### src/rtl/reflet_delay_tap_mux.sv
// reflet_delay_tap_mux
// Combinational tap selector for the delay line. It clamps the requested
// delay to MAX_DELAY and picks the {valid, data} pair of the matching stage.
// A delay of zero bypasses the stages and passes the live input straight
// through.
//
// Ports:
//   stages     flattened stage vector; stage i occupies bits
//              [i*(WIDTH+1) +: WIDTH+1] as {valid, data}
//   delay_sel  requested delay in enabled cycles (may exceed MAX_DELAY)
//   in         live input sample (used when the effective delay is 0)
//   in_valid   live input qualifier
//   eff_delay  effective delay, min(delay_sel, MAX_DELAY)
//   out        selected sample
//   out_valid  qualifier of the selected sample
module reflet_delay_tap_mux #(
    parameter int WIDTH     = 8,
    parameter int MAX_DELAY = 8,
    parameter int DSEL_W    = $clog2(MAX_DELAY + 1)
) (
    input  logic [MAX_DELAY*(WIDTH+1)-1:0] stages,
    input  logic [DSEL_W-1:0]              delay_sel,
    input  logic [WIDTH-1:0]               in,
    input  logic                           in_valid,
    output logic [DSEL_W-1:0]              eff_delay,
    output logic [WIDTH-1:0]               out,
    output logic                           out_valid
);

    localparam logic [DSEL_W-1:0] MAX_SEL = DSEL_W'(MAX_DELAY);

    logic [DSEL_W-1:0] eff_delay_s;
    logic [WIDTH:0]    tap_s;

    // Clamp the requested delay to the number of physical stages.
    always_comb begin
        eff_delay_s = delay_sel;
        if (delay_sel > MAX_SEL) begin
            eff_delay_s = MAX_SEL;
        end else begin
            eff_delay_s = delay_sel;
        end
    end

    // Select the tap: zero delay is a pure bypass, otherwise stage d-1 is
    // chosen by OR-ing the single matching stage into the result.
    always_comb begin
        tap_s = '0;
        if (eff_delay_s == '0) begin
            tap_s = {in_valid, in};
        end else begin
            for (int i = 0; i < MAX_DELAY; i++) begin
                tap_s = tap_s | ((eff_delay_s == DSEL_W'(i + 1))
                                 ? stages[i*(WIDTH+1) +: (WIDTH+1)]
                                 : {(WIDTH+1){1'b0}});
            end
        end
    end

    assign eff_delay = eff_delay_s;
    assign out       = tap_s[WIDTH-1:0];
    assign out_valid = tap_s[WIDTH];

endmodule

### src/rtl/reflet_delay_line.sv
// reflet_delay_line
// Run-time-programmable multi-bit delay line. Every enabled cycle the input
// sample and its valid bit shift into stage 0 and the oldest stage drops off.
// The output tap is chosen combinationally from the current delay_sel, so
// retuning the delay takes effect immediately without disturbing the stored
// history. Flush invalidates all stored samples (data bits are kept) and
// restarts the fill count; it wins over enable.
//
// Ports:
//   clk        system clock, rising edge
//   reset      asynchronous, active-high reset
//   enable     advance the line by one stage (stall when low)
//   flush      synchronous invalidate of all stored samples
//   delay_sel  requested delay, clamped to MAX_DELAY
//   in         input sample
//   in_valid   input sample qualifier
//   out        sample delayed by the effective delay
//   out_valid  qualifier of out
//   primed     fill count has reached the effective delay
module reflet_delay_line #(
    parameter int WIDTH     = 8,
    parameter int MAX_DELAY = 8,
    parameter int DSEL_W    = $clog2(MAX_DELAY + 1)
) (
    input  logic              clk,
    input  logic              reset,
    input  logic              enable,
    input  logic              flush,
    input  logic [DSEL_W-1:0] delay_sel,
    input  logic [WIDTH-1:0]  in,
    input  logic              in_valid,
    output logic [WIDTH-1:0]  out,
    output logic              out_valid,
    output logic              primed
);

    localparam logic [DSEL_W-1:0] MAX_FILL = DSEL_W'(MAX_DELAY);

    logic [WIDTH-1:0]              data_r [MAX_DELAY];
    logic [MAX_DELAY-1:0]          valid_r;
    logic [DSEL_W-1:0]             fill_r;
    logic [MAX_DELAY*(WIDTH+1)-1:0] stage_flat_s;
    logic [DSEL_W-1:0]             eff_delay_s;

    // Stage shift register; flush clears only the valid bits.
    always_ff @(posedge clk or posedge reset) begin
        if (reset) begin
            valid_r <= '0;
            for (int i = 0; i < MAX_DELAY; i++) begin
                data_r[i] <= '0;
            end
        end else if (flush) begin
            valid_r <= '0;
        end else if (enable) begin
            valid_r[0] <= in_valid;
            data_r[0]  <= in;
            for (int i = 1; i < MAX_DELAY; i++) begin
                valid_r[i] <= valid_r[i-1];
                data_r[i]  <= data_r[i-1];
            end
        end
    end

    // Saturating count of enabled cycles since reset or flush.
    always_ff @(posedge clk or posedge reset) begin
        if (reset) begin
            fill_r <= '0;
        end else if (flush) begin
            fill_r <= '0;
        end else if (enable && (fill_r != MAX_FILL)) begin
            fill_r <= fill_r + DSEL_W'(1);
        end
    end

    // Pack the stages as {valid, data} for the tap selector.
    always_comb begin
        stage_flat_s = '0;
        for (int i = 0; i < MAX_DELAY; i++) begin
            stage_flat_s[i*(WIDTH+1) +: (WIDTH+1)] = {valid_r[i], data_r[i]};
        end
    end

    reflet_delay_tap_mux #(
        .WIDTH     (WIDTH),
        .MAX_DELAY (MAX_DELAY),
        .DSEL_W    (DSEL_W)
    ) u_tap_mux (
        .stages    (stage_flat_s),
        .delay_sel (delay_sel),
        .in        (in),
        .in_valid  (in_valid),
        .eff_delay (eff_delay_s),
        .out       (out),
        .out_valid (out_valid)
    );

    // With zero delay the fill count trivially satisfies the comparison.
    assign primed = (fill_r >= eff_delay_s);

endmodule

### config.mk
export PLATFORM = sky130hd
export DESIGN_NAME = reflet_delay_line
export DESIGN_NICKNAME = d
export VERILOG_FILES = /design/src/rtl/reflet_delay_tap_mux.sv /design/src/rtl/reflet_delay_line.sv
export SDC_FILE = /design/constraint.sdc
export NUM_CORES = 1
export LEC_CHECK = 0
export ABC_AREA = 0
export CORE_MARGIN = 10
export CORE_UTILIZATION = 50
export DETAILED_ROUTE_END_ITERATION = 12
export PLACE_DENSITY = 0.7
export SLEW_MARGIN = 20
export SYNTH_ARGS = -nofsm -noshare
export SYNTH_HDL_FRONTEND = slang
export SYNTH_SLANG_ARGS = --single-unit
### constraint.sdc
create_clock -name clk -period 3.8 [get_ports clk]
set_input_delay 0.76 -clock clk [delete_from_list [all_inputs] [get_ports clk]]
set_output_delay 0.76 -clock clk [all_outputs]
set_load 0.01 [all_outputs]
Word-level counts from Yosys, hierarchy flattened
Cells that the tools add are included.
{"block": "word_totals", "reg_bits": 76, "out_inout_bits": 10}
{"block": "classes", "add_sub_neg": 1, "order_cmp": 2, "n_eq_ne": 9, "mux": 14, "bitwise": 8, "reduce_logical": 5}
{"cell": "9-bit two-way mux", "count": 9}
{"cell": "9-bit bitwise OR", "count": 7}
{"cell": "4-bit by 3-bit equality test with 1-bit output (second input constant)", "count": 4}
{"cell": "8-bit two-way mux", "count": 2}
{"cell": "4-bit two-way mux", "count": 3}
{"cell": "4-bit by 2-bit equality test with 1-bit output (second input constant)", "count": 2}
{"cell": "4-bit by 1-bit adder with 4-bit output (second input constant)", "count": 1}
{"cell": "4-bit by 1-bit equality test with 1-bit output (second input constant)", "count": 1}
{"cell": "4-bit equality test (second input constant)", "count": 1}
{"cell": "4-bit >= comparator", "count": 1}
{"cell": "4-bit greater-than comparator (second input constant)", "count": 1}
{"cell": "4-bit logical NOT", "count": 1}
{"cell": "4-bit != test (second input constant)", "count": 1}
{"cell": "2-bit nonzero test", "count": 2}
{"cell": "2-bit AND reduction", "count": 1}
{"cell": "1-bit logical AND", "count": 1}
{"cell": "1-bit NOT", "count": 1}

Longest topological paths before layout
{"block": "logic_depth", "depth_word": 12, "mapped_depth": 7, "depth_no_buf": 6}

By module
A second synthesis with hierarchy kept.
{"block": "hier_totals", "hier_cells": 308, "area_unflattened_um2": 4083.9}
{"module": "reflet_delay_line", "n_inst": 1, "cells_per_inst": 198, "area_each_um2": 3266.9, "seq_area_each_um2": 1901.8}
{"module": "reflet_delay_tap_mux", "n_inst": 1, "cells_per_inst": 110, "area_each_um2": 817.0, "seq_area_each_um2": 0.0}

Least setup slack after synthesis
No wires, ideal clock.
{"block": "synth_timing", "path_type": "input to output", "from": "in delay_sel[0]", "to": "out primed", "arrival_ns": 2.095, "t_required_ns": 3.040, "path_slack_ns": 0.945, "cell_stages": 7, "path_buffers": 2, "cell_sequence": "buf_4 -> buf_6 -> nor2b_1 -> ha_1 -> nor2b_1 -> maj3_1 -> o21ai_0"}
{"block": "synth_via", "elab_chain_cells": 3}
{"item": "start: declaration", "line": "reflet_delay_line.sv:29", "text": "input logic [DSEL_W-1:0] delay_sel,"}
{"item": "4-bit greater-than comparator", "line": "reflet_delay_tap_mux.sv:38", "text": "if (delay_sel > MAX_SEL) begin"}
{"item": "4-bit two-way mux *", "line": "reflet_delay_tap_mux.sv:38"}
{"item": "4-bit >= comparator *", "line": "reflet_delay_line.sv:98", "text": "assign primed = (fill_r >= eff_delay_s);"}
{"item": "end: declaration", "line": "reflet_delay_line.sv:34", "text": "output logic primed"}
Mark *: on every way between the ends. The rest lies on a longest branch, timed or not.

Worst setup path after layout
{"block": "layout_timing", "from": "in delay_sel[0]", "to": "out out[6]"}
{"block": "layout_via", "elab_chain_cells": 12, "word_cells_on_any_way": 27, "classes_between": "1 x order compare; 8 x eq/ne; 10 x mux; 7 x bitwise; 1 x reduce/logical"}
{"item": "4-bit greater-than comparator", "line": "reflet_delay_tap_mux.sv:38"}
{"item": "4-bit two-way mux *", "line": "reflet_delay_tap_mux.sv:38"}
{"item": "4-bit by 1-bit equality test with 1-bit output or 4-bit by 2-bit equality test with 1-bit output (tied branches)", "line": "reflet_delay_tap_mux.sv:53", "text": "tap_s = tap_s | ((eff_delay_s == DSEL_W'(i + 1))"}
{"item": "9-bit two-way mux", "line": "reflet_delay_tap_mux.sv:54", "text": "? stages[i*(WIDTH+1) +: (WIDTH+1)]"}
{"item": "9-bit bitwise OR (7 in series)", "line": "reflet_delay_tap_mux.sv:53"}
{"item": "9-bit two-way mux *", "line": "reflet_delay_tap_mux.sv:49", "text": "if (eff_delay_s == '0) begin"}
{"item": "end: declaration", "line": "reflet_delay_line.sv:32", "text": "output logic [WIDTH-1:0] out,"}
Marks and branches as above.

==> summary.log <==
INFO  outcome        outcome=complete, no violations
INFO  clocking       cts_tree=done
INFO  synth          cell_count_after_synthesis=299
INFO  clocking       ctsHtreeMaxLevel=3
INFO  synth          synthesis.yosys.warnings=0
INFO  drt            drt_pass1_iterations=4
INFO  timing         final-max-slew-violation-count=0
INFO  power_and_ir_drop p_per_area=572mW/mm^2
INFO  timing         finalHoldViolCount=0
INFO  drt            post_drt_wl_per_cell=17.5um
INFO  clocking       numCtsBuffers=9
INFO  clocking       hold_bufs_inserted_after_cts=0
INFO  final_layout   num_antenna_cells=0
INFO  drt            detail_route.wirelength=7650um
INFO  timing         rsz0062_at_grt=false
INFO  drt            vias_per_cell=5.59
INFO  clocking       numClockSinks=76
INFO  timing         finalSetupViolCount=0
INFO  timing         final_period_minus_worst_setup_slack=3.71ns
INFO  grt            antenna_found_initial=0
INFO  floorplan      io_pins=27
INFO  worst_setup_path type_of_destination_of_the_critical_path=output port
INFO  worst_setup_path crit_path_category=input port to output port
INFO  place          detailedPlacementHpwl=5110um
INFO  floorplan      floorplan.initialDensity=51.2%
INFO  min_path       worst_hold_path_type=flip-flop to flip-flop
INFO  floorplan      fp.coreArea=0.00725mm^2
INFO  drt            drcViolationCount=0
INFO  worst_setup_path critical_path_arrival=2.95ns
INFO  timing         worst_clock_skew=0.0117ns
INFO  timing         max_slew_margin=43.7%
INFO  clocking       clk_transition_reported_paths=0.08ns
INFO  worst_setup_path cp-start-kind=input port
INFO  synth          synth_enable_flop_cells=0
INFO  synth          netlist-cell-type-count=32
INFO  timing         timing.setup.tns=0ns
INFO  grt            global_route.usage.total=14.1%
INFO  synth          syn_area=0.00371mm^2
INFO  clocking       clk-insertion-delay-late=0.36ns
INFO  synth          ys.flop_type=sky130_fd_sc_hd__dfrtp_1
INFO  drt            route.antenna.remaining_nets=0
INFO  synth          yosys_register_bits=76
INFO  clocking       cts_repair_resize_count=1
INFO  place          routabilityCongestion=0.777
INFO  clocking       cts.root.buffer_cell=sky130_fd_sc_hd__clkbuf_8
INFO  grt            grt_start_max_net_pins=65
INFO  synth          async_flop_share=100%
INFO  power_and_ir_drop power.leakage=0.00186uW
INFO  synth          syn_avg_cell_area=12.4um^2
INFO  timing         worst_slew_pin_slew=0.843ns
INFO  timing         layout_worst_path_cycle_share=97.6%
INFO  worst_setup_path crit_fanout=10
INFO  floorplan      die-width=106um
INFO  final_layout   post_route_cells_drive_above_1_share=31.5%
INFO  clocking       buffers_inserted_during_post_cts_setup_optimization=0
INFO  floorplan      rows=31
INFO  final_layout   layout.core_utilization=59.2%
INFO  floorplan      floorplan.die_area=0.0113mm^2
INFO  worst_setup_path critPathRequiredTime=3.04ns
INFO  power_and_ir_drop power=2460uW
INFO  grt            grt.overflow.total=0
INFO  timing         fmax=0.270GHz
INFO  power_and_ir_drop peakVddDrop=0.000318V
INFO  grt            grt_pass1_wl=12700um
INFO  drt            dr_total_vias=2439
INFO  final_layout   layout.nets=354
INFO  floorplan      dieHeight=106um
INFO  synth          mappedNetlistNets=321
INFO  flow_run       timing.max_cap.violations=0
INFO  clocking       maximum_clock_path_buffer_count=2
INFO  final_layout   flow.area_growth_from_synthesis=15.6%
INFO  synth          seq_area_frac_synth=51.2%
INFO  place          port_buffers=26
INFO  grt            vias_in_the_first_global_route=2458
INFO  drt            drt_iter0_markers=108
through the flow:
step | hold WS (ns) | instance area (um^2) | setup WS [ns] | cells
after floorplan | 0.481 | 3710 | 0.945 | 299
after global placement | 0.488 | 4100 | 0.0405 | 420
after detailed placement | 0.495 | 4100 | 0.00282 | 420
after CTS | 0.514 | 4290 | 0.0598 | 436
after global routing | 0.537 | 4290 | 0.0223 | 436
final | 0.512 | 4290 | 0.0908 | 436
path summary, 6_finish.rpt:
kind	startpoint	end	slack, ns	cells past startpoint
setup / recovery	delay_sel[0]	out[6]	0.09	7
hold / removal	data_r[4]$_DFFE_PP0P_	data_r[4]$_DFFE_PP0P_	0.51	1
setup reg to reg	fill_r[0]$_DFFE_PP0P_	fill_r[1]$_DFFE_PP0P_	2.29	6
hold reg to reg	data_r[4]$_DFFE_PP0P_	data_r[4]$_DFFE_PP0P_	0.51	1
max in group asynchronous	reset	data_r[20]$_DFFE_PP0P_	2.22	3
min in group asynchronous	reset	data_r[32]$_DFFE_PP0P_	0.89	2
flip-flops by register name, indices dropped and copies added (netlist names):
signal,count
fill_r,4
valid_r,8
data_r,64
routing by layer:
layer | wire (um) | up-vias | track usage (%)
li1 | - | 1147 | -
met1 | 3590 | 1236 | 18.8
met3 | 345 | 12 | 4.77
met2 | 3580 | 44 | 20.9
met5 | 0 | - | 0
met4 | 127 | 0 | 4.74
cells in the mapped netlist, types with 2 or more instances:
library cell / instances / area share, %
sky130_fd_sc_hd__buf_2: 8 / 1.1
sky130_fd_sc_hd__mux2_2: 64 / 19
sky130_fd_sc_hd__inv_1: 6 / 0.61
sky130_fd_sc_hd__nor2_1: 28 / 2.8
sky130_fd_sc_hd__o22ai_1: 8 / 1.3
sky130_fd_sc_hd__xor2_1: 2 / 0.47
sky130_fd_sc_hd__buf_6: 7 / 2.1
sky130_fd_sc_hd__o21ai_0: 19 / 2.6
sky130_fd_sc_hd__ha_1: 5 / 1.7
sky130_fd_sc_hd__o32a_2: 5 / 1.5
sky130_fd_sc_hd__nand2_1: 11 / 1.1
sky130_fd_sc_hd__a21oi_1: 3 / 0.40
sky130_fd_sc_hd__nor2b_1: 4 / 0.67
sky130_fd_sc_hd__mux2i_1: 27 / 7.3
sky130_fd_sc_hd__o32a_1: 3 / 0.81
sky130_fd_sc_hd__a22oi_1: 8 / 1.6
sky130_fd_sc_hd__dfrtp_1: 76 / 51
worst max-delay path, stage by stage:
cell and delay [ns]:
sky130_fd_sc_hd__clkdlybuf4s50_1 0.59, sky130_fd_sc_hd__buf_6 0.21, sky130_fd_sc_hd__and3b_2 0.32, sky130_fd_sc_hd__a22oi_1 0.18, sky130_fd_sc_hd__nor2_1 0.06, sky130_fd_sc_hd__o32a_2 0.33, sky130_fd_sc_hd__clkdlybuf4s50_1 0.49
layout make-up:
class	instances	area, um^2
Tap cell	99	124
Sequential cell	76	1900
Fill cell	627	2960
Inverter	6	22.5
Clock buffer	9	124
Clock inverter	7	62.6
Timing Repair Buffer	41	402
Multi-Input combinational cell	198	1660
report_power, final:
group,internal [uW],switching (uW)
logic,383,218
clock network,252,333
registers,1080,192
total,1710,743
layout by cell type (no fill, tap or decap), drive strengths merged:
cell / instances
o32a: 8
a31oi: 1
clkinvlp: 1
nand3b: 1
o21ai: 19
a21oi: 3
buf: 15
nand4: 1
clkinv: 1
clkdlybuf4s50: 26
clkbuf: 9
a22oi: 8
nor2: 28
dfrtp: 76
xnor2: 1
mux2: 64
nor3b: 1
nor2b: 4
o211ai: 1
xor2: 2
ha: 5
and3b: 1
nand2: 12
o22ai: 8
mux2i: 27
inv: 11
a41oi: 1
maj3: 1
or3b: 1
kinds of logic (layout without fill, tap and decap cells):
family / after synthesis / after routing / share of synthesized area, %
AO/OA/AOI/OAI: 49 / 49 / 8.86
XOR/XNOR: 3 / 3 / 0.708
adder cells (fa/ha/maj): 6 / 6 / 1.95
buffers and inverters: 25 / 63 / 4.58
flip-flops: 76 / 76 / 51.2
multiplexers: 91 / 91 / 26.7
AND/OR/NAND/NOR: 49 / 49 / 6.00
Note: power is estimated with default switching activity, not from simulation.
